--- config.mk ---
export PLATFORM = sky130hd
export DESIGN_NAME = cam_read
export DESIGN_NICKNAME = d
export VERILOG_FILES = /design/src/rtl/cam_read.sv
export SDC_FILE = /design/constraint.sdc
export NUM_CORES = 1
export LEC_CHECK = 0
export CORE_ASPECT_RATIO = 0.75
export CORE_UTILIZATION = 41
export CTS_BUF_LIST = sky130_fd_sc_hd__clkbuf_4 sky130_fd_sc_hd__clkbuf_8
export CTS_CLUSTER_DIAMETER = 30
export CTS_CLUSTER_SIZE = 25
export DETAILED_ROUTE_END_ITERATION = 10
export GPL_TIMING_DRIVEN = 0
export PLACE_DENSITY = 0.62
export SYNTH_ARGS = -nofsm -noshare
export SYNTH_HDL_FRONTEND = slang
export SYNTH_SLANG_ARGS = --single-unit
--- constraint.sdc ---
create_clock -name clk -period 4.96 [get_ports clk]
set_input_delay 0.744 -clock clk [delete_from_list [all_inputs] [get_ports clk]]
set_output_delay 0.744 -clock clk [all_outputs]
set_load 0.03 [all_outputs]
--- src/rtl/cam_read.sv ---
// OV7670 capture front-end: oversampled RGB565 byte pairs -> RGB444 writes into a
// H_PIX x V_LIN frame buffer. Define CAM_TEST_PATTERN_EN to write colour bars instead.
module cam_read #(
  parameter int H_PIX = 160,
  parameter int V_LIN = 120,
  parameter int AW    = 15
) (
  input  logic          clk,
  input  logic          rst,
  input  logic          VSYNC,
  input  logic          HREF,
  input  logic          PCLK,
  input  logic [7:0]    D,
  input  logic          capture_en,
  output logic [AW-1:0] mem_addr,
  output logic [11:0]   mem_data,
  output logic          mem_we,
  output logic          frame_done,
  output logic          busy
);

  localparam int XW = $clog2(H_PIX + 1);
  localparam int YW = $clog2(V_LIN + 1);

  typedef enum logic [1:0] {IDLE, WAIT_VS, CAPTURE, DONE} state_t;

  state_t state, state_n;

  logic [1:0]      pclk_sync, href_sync, vs_sync;
  logic [1:0][7:0] d_sync;
  logic            pclk_q, href_q, vs_q;
  logic            pclk_s, href_s, vs_s;
  logic [7:0]      d_s;
  logic            pclk_rise, href_fall, vs_rise, vs_fall;

  logic [XW-1:0]   x;
  logic [YW-1:0]   y;
  logic [AW-1:0]   line_base;
  logic            phase;
  logic [6:0]      byte1;
  logic            wr;
  logic [11:0]     pix_c, pix_q;
  logic [AW-1:0]   addr_q;
  logic [1:0]      vld_pipe;

  // All four inputs share the same depth so bytes stay aligned with PCLK/HREF
  always_ff @(posedge clk or posedge rst) begin
    if (rst) begin
      pclk_sync <= '0;
      href_sync <= '0;
      vs_sync   <= '0;
      d_sync    <= '0;
      pclk_q    <= 1'b0;
      href_q    <= 1'b0;
      vs_q      <= 1'b0;
    end else begin
      pclk_sync <= {pclk_sync[0], PCLK};
      href_sync <= {href_sync[0], HREF};
      vs_sync   <= {vs_sync[0], VSYNC};
      d_sync    <= {d_sync[0], D};
      pclk_q    <= pclk_sync[1];
      href_q    <= href_sync[1];
      vs_q      <= vs_sync[1];
    end
  end

  assign pclk_s    = pclk_sync[1];
  assign href_s    = href_sync[1];
  assign vs_s      = vs_sync[1];
  assign d_s       = d_sync[1];
  assign pclk_rise = pclk_s & ~pclk_q;
  assign href_fall = href_q & ~href_s;
  assign vs_rise   = vs_s & ~vs_q;
  assign vs_fall   = vs_q & ~vs_s;

  always_ff @(posedge clk or posedge rst) begin
    if (rst) state <= IDLE;
    else     state <= state_n;
  end

  always_comb begin
    state_n = state;
    case (state)
      IDLE:    if (capture_en) state_n = WAIT_VS;
      WAIT_VS: if (vs_fall)    state_n = CAPTURE;
      CAPTURE: if (vs_rise)    state_n = DONE;
      DONE:                    state_n = IDLE;
      default:                 state_n = IDLE;
    endcase
  end

  assign busy       = (state == CAPTURE);
  assign frame_done = (state == DONE);

  // Frame-end and line-end take priority over a coincident byte
  assign wr = busy && !vs_rise && !href_fall && pclk_rise && href_s && phase &&
              (x < XW'(H_PIX)) && (y < YW'(V_LIN));

`ifdef CAM_TEST_PATTERN_EN
  logic [2:0] bar;
  logic       unused_cam;
  assign bar        = 3'(x >> 5);
  assign unused_cam = &{1'b0, d_s, byte1};
  always_comb begin
    pix_c = 12'h000;
    case (bar)
      3'd0: pix_c = 12'hFFF;
      3'd1: pix_c = 12'hFF0;
      3'd2: pix_c = 12'h0FF;
      3'd3: pix_c = 12'h0F0;
      3'd4: pix_c = 12'hF0F;
      3'd5: pix_c = 12'hF00;
      3'd6: pix_c = 12'h00F;
      default: pix_c = 12'h000;
    endcase
  end
`else
  logic unused_d;
  assign unused_d = &{1'b0, d_s[6:5], d_s[0]};
  assign pix_c    = {byte1[6:3], byte1[2:0], d_s[7], d_s[4:1]};
`endif

  always_ff @(posedge clk or posedge rst) begin
    if (rst) begin
      x         <= '0;
      y         <= '0;
      line_base <= '0;
      phase     <= 1'b0;
      byte1     <= '0;
    end else if (!busy) begin
      x         <= '0;
      y         <= '0;
      line_base <= '0;
      phase     <= 1'b0;
    end else if (vs_rise) begin
      phase <= 1'b0;
    end else if (href_fall) begin
      if (x != '0 && y < YW'(V_LIN)) begin
        y         <= y + 1'b1;
        line_base <= line_base + AW'(H_PIX);
      end
      x     <= '0;
      phase <= 1'b0;
    end else if (pclk_rise && href_s) begin
      if (!phase) begin
        byte1 <= {d_s[7:4], d_s[2:0]};
        phase <= 1'b1;
      end else begin
        phase <= 1'b0;
        // saturate: pixels past H_PIX are dropped anyway
        if (x != XW'(H_PIX)) x <= x + 1'b1;
      end
    end
  end

  always_ff @(posedge clk or posedge rst) begin
    if (rst) begin
      vld_pipe <= '0;
      pix_q    <= '0;
      addr_q   <= '0;
      mem_addr <= '0;
      mem_data <= '0;
    end else begin
      vld_pipe <= {vld_pipe[0], wr};
      if (wr) begin
        pix_q  <= pix_c;
        addr_q <= line_base + AW'(x);
      end
      if (vld_pipe[0]) begin
        mem_addr <= addr_q;
        mem_data <= pix_q;
      end
    end
  end

  assign mem_we = vld_pipe[1];

endmodule

==> results.md <==
- DP HPWL: just over 6 mm
- CTS Buf Count: 17
- Yosys Warn Count: 0
- Clock insertion delay at the later pin of the skew report: 0.44 ns
- Setup TNS: 0 ns
- Static leakage: roughly 2.7 nW
- Worst path slowest cell: clkdlybuf4s50_1
- Final wirelength: between 9 and 10 mm
- Worst setup margin: around 2.3 ns
- Hold_buf cts: 0
- Final Hold Fails: 0
- Outcome: finished clean
- Fmax: around 370 MHz
- Max_slew headroom: a little under half
- Crit-path cells: inv_1, ha_1, clkdlybuf4s50_1
- Final period util: a little over half
- DRT Pass-1 Iters: 5
- Initial DRC count: 157
- Final critical-path required period: around 2.7 ns
- DR WL/cell: around 15 um
- Initial antenna violation count: 0
- CTS tree: yes
- Post-CTS resize count: 0
- Pin count of the biggest net entering global routing: 72
- Total number of vias: about 3.2k
- Antenna fix cells: 0
- First-pass GRT wire length: about 16 mm
- Total power: around 2.2 mW
- Critical Path RT: 4.22 ns
- Die Area: approximately 12000 um^2
- Cell taking the most area after synthesis: dfrtp_1
- Post-Place Setup Slack: ~2.7 ns
- Clk slew on worst S/H paths: 0.08 ns
- Top cells by area, synth: dfrtp_1 (59%), mux2_2 (14%), ha_1 (3.1%)
- Synth async-reset ratio: 100.0%
- Gr usage total: between 10% and 20%
- CTS root buffer: clkbuf_8
- Crit-path max cell delay: 0.70 ns
- Crit Path Class: reg -> out
- Commonest non-fill, non-tap cell in the layout: dfrtp_1
- Synth unique cells: 45
- Initial core utilization: between 40% and 50%
- Final Max Slew Viols: 0
- Final Core Density: approximately half
- Seq/Total Area, Yosys: about three fifths
- Post-DRT Antenna Nets: 0
- Most frequent cells in the layout: dfrtp_1 (116), mux2_2 (61), clkdlybuf4s50_1 (43), clkbuf_8 (21), a21oi_1 (20)
- Die height: ~97 um
- TritonCTS Sinks: between 100 and 150
- Nets: about 460
- GPL Wtd Cong: between 0.7 and 0.8
- Layout cells sized above 1: between 20% and 30%
- CP Capture Type: primary output
- Drt drc: 0
- Syn_area_per_cell: 13.28 um^2
- Chip Width: between 100 and 150 um
- Clock Path Buffers: 2
- Worst vdd ir: 0.1742 mV
- Fin Clk Skew: ~0.011 ns
- Final setup vio count: 0
- IO Port Bufs: 43
- Critical path peak fanout: 4
- GR Overflow Total: 0
- Netlist Area Pre-Place: 4913 um^2
- Max-cap violations: 0
- Vias in the first global route: around 3.1k
- Routed vias/inst: 5.222
- Area of the core: 11610 um^2
- Area grow syn2layout: 21.67%
- Worst slew pin tran: ~0.8 ns
- Top-area cell type share of the netlist area: 59.08%
- IO Pins: 44
- Setup bufs post-CTS: 0
- Synth Instances: 370
- RSZ-0062 raised after global routing: no
- Arr. time, crit path: between 1.5 and 2 ns
- Synthesized flop and latch total: around 120
- Hold Path Class: reg -> reg
- Syn_nets: a little under 400
- Site row count: 34
- Critical path startpoint category: register
- H-tree levels: 4
- Main flop type after synthesis: dfrtp_1
- Total power per unit cell area: approximately 360 nW/um^2
- Number of synthesized flops with an enable pin: 0
critical path, delay by kind of cell, from the launching register on:
| kind | cells | cell delay [ns] |
|---|---|---|
| fa+ha+maj | 1 | 0.27 |
| flops | 1 | 0.41 |
| buf+inv | 2 | 0.83 |
per-layer routing:
layer	track usage (%)	part of all wire, %	vias to the layer above
met3	5.586	4.6	16
met2	23.16	44	79
li1	-	-	1480
met4	6.878	1.7	0
met1	23.28	49	1600
met5	0	0	-
cells by family (layout without fill, tap and decap cells):
group           after synthesis  in the layout  synth area share [%]
compound gates               49             49                 5.933
simple gates                 90             90                 11.38
xor+xnor                     10             10                 1.782
flops                       116            116                 59.08
mux                          69             69                 15.61
fa+ha+maj                    12             12                 3.056
buf+inv                      24            100                 3.158
flip-flops by register name, indices dropped and copies added (netlist names), 7 cells and up:
register / flops
addr_q: 15
byte1: 7
d_s: 8
d_sync: 8
line_base: 10
mem_addr: 15
mem_data: 12
pix_q: 12
x: 8
y: 7
cells in the mapped netlist (2+ instances only):
cell and n:
and4b_4 2, or3_2 3, o21a_1 2, xnor2_1 4
a31oi_1 2, mux2_2 61, mux2i_1 8, clkbuf_1 2
buf_2 4, nand3_1 12, xor2_1 6, o211ai_1 2
nand2_1 13, or3_1 3, nand4b_1 3, inv_1 10
buf_6 4, a21oi_1 20, o21ai_0 11, nand3b_1 3
nand2b_1 7, nor4_1 7, or4_1 6, nand4_1 8
and3_1 3, dfrtp_1 116, nor3_1 5, clkbuf_8 3
nor2_1 8, o31ai_1 6, ha_1 12
cell type report:
class | instances | area (um^2)
Fill cell | 998 | 5635
Sequential cell | 116 | 2903
Multi-Input combinational cell | 230 | 1856
Timing Repair Buffer | 44 | 457.9
Clock buffer | 18 | 247.7
Tap cell | 162 | 202.7
Clock inverter | 14 | 151.4
Buffer | 14 | 117.6
Inverter | 10 | 42.54
stage by stage:
step                instances  area [um^2]  hold WS [ns]
floorplan                 370         4913        0.3312
global placement          575         5547        0.3326
detailed placement        576         5579        0.3363
CTS                       608         5978        0.3533
global route              608         5978        0.3547
finish                    608         5978        0.3490
where the power goes:
| group | switching [mW] | internal [mW] | leakage (nW) | total [mW] |
|---|---|---|---|---|
| Sequential | 0.0261 | 0.997 | 1.55 | 1.02 |
| Combinational | 0.165 | 0.109 | 0.932 | 0.274 |
| Clock | 0.407 | 0.465 | 0.200 | 0.872 |
worst paths after layout:
kind | startpoint | endpoint | slack [ns] | depth (start not counted)
min in group asynchronous | rst | pix_q[10] | 0.70 | 2
max reg2reg | state[0] | byte1[6] | 2.66 | 5
min | vs_sync[0] | vs_sync[1] | 0.35 | 0
max | state[0] | busy | 2.27 | 3
min reg2reg | vs_sync[0] | vs_sync[1] | 0.35 | 0
max in group asynchronous | rst | pix_q[0] | 3.58 | 3
Note: power is estimated with default switching activity, not from simulation.
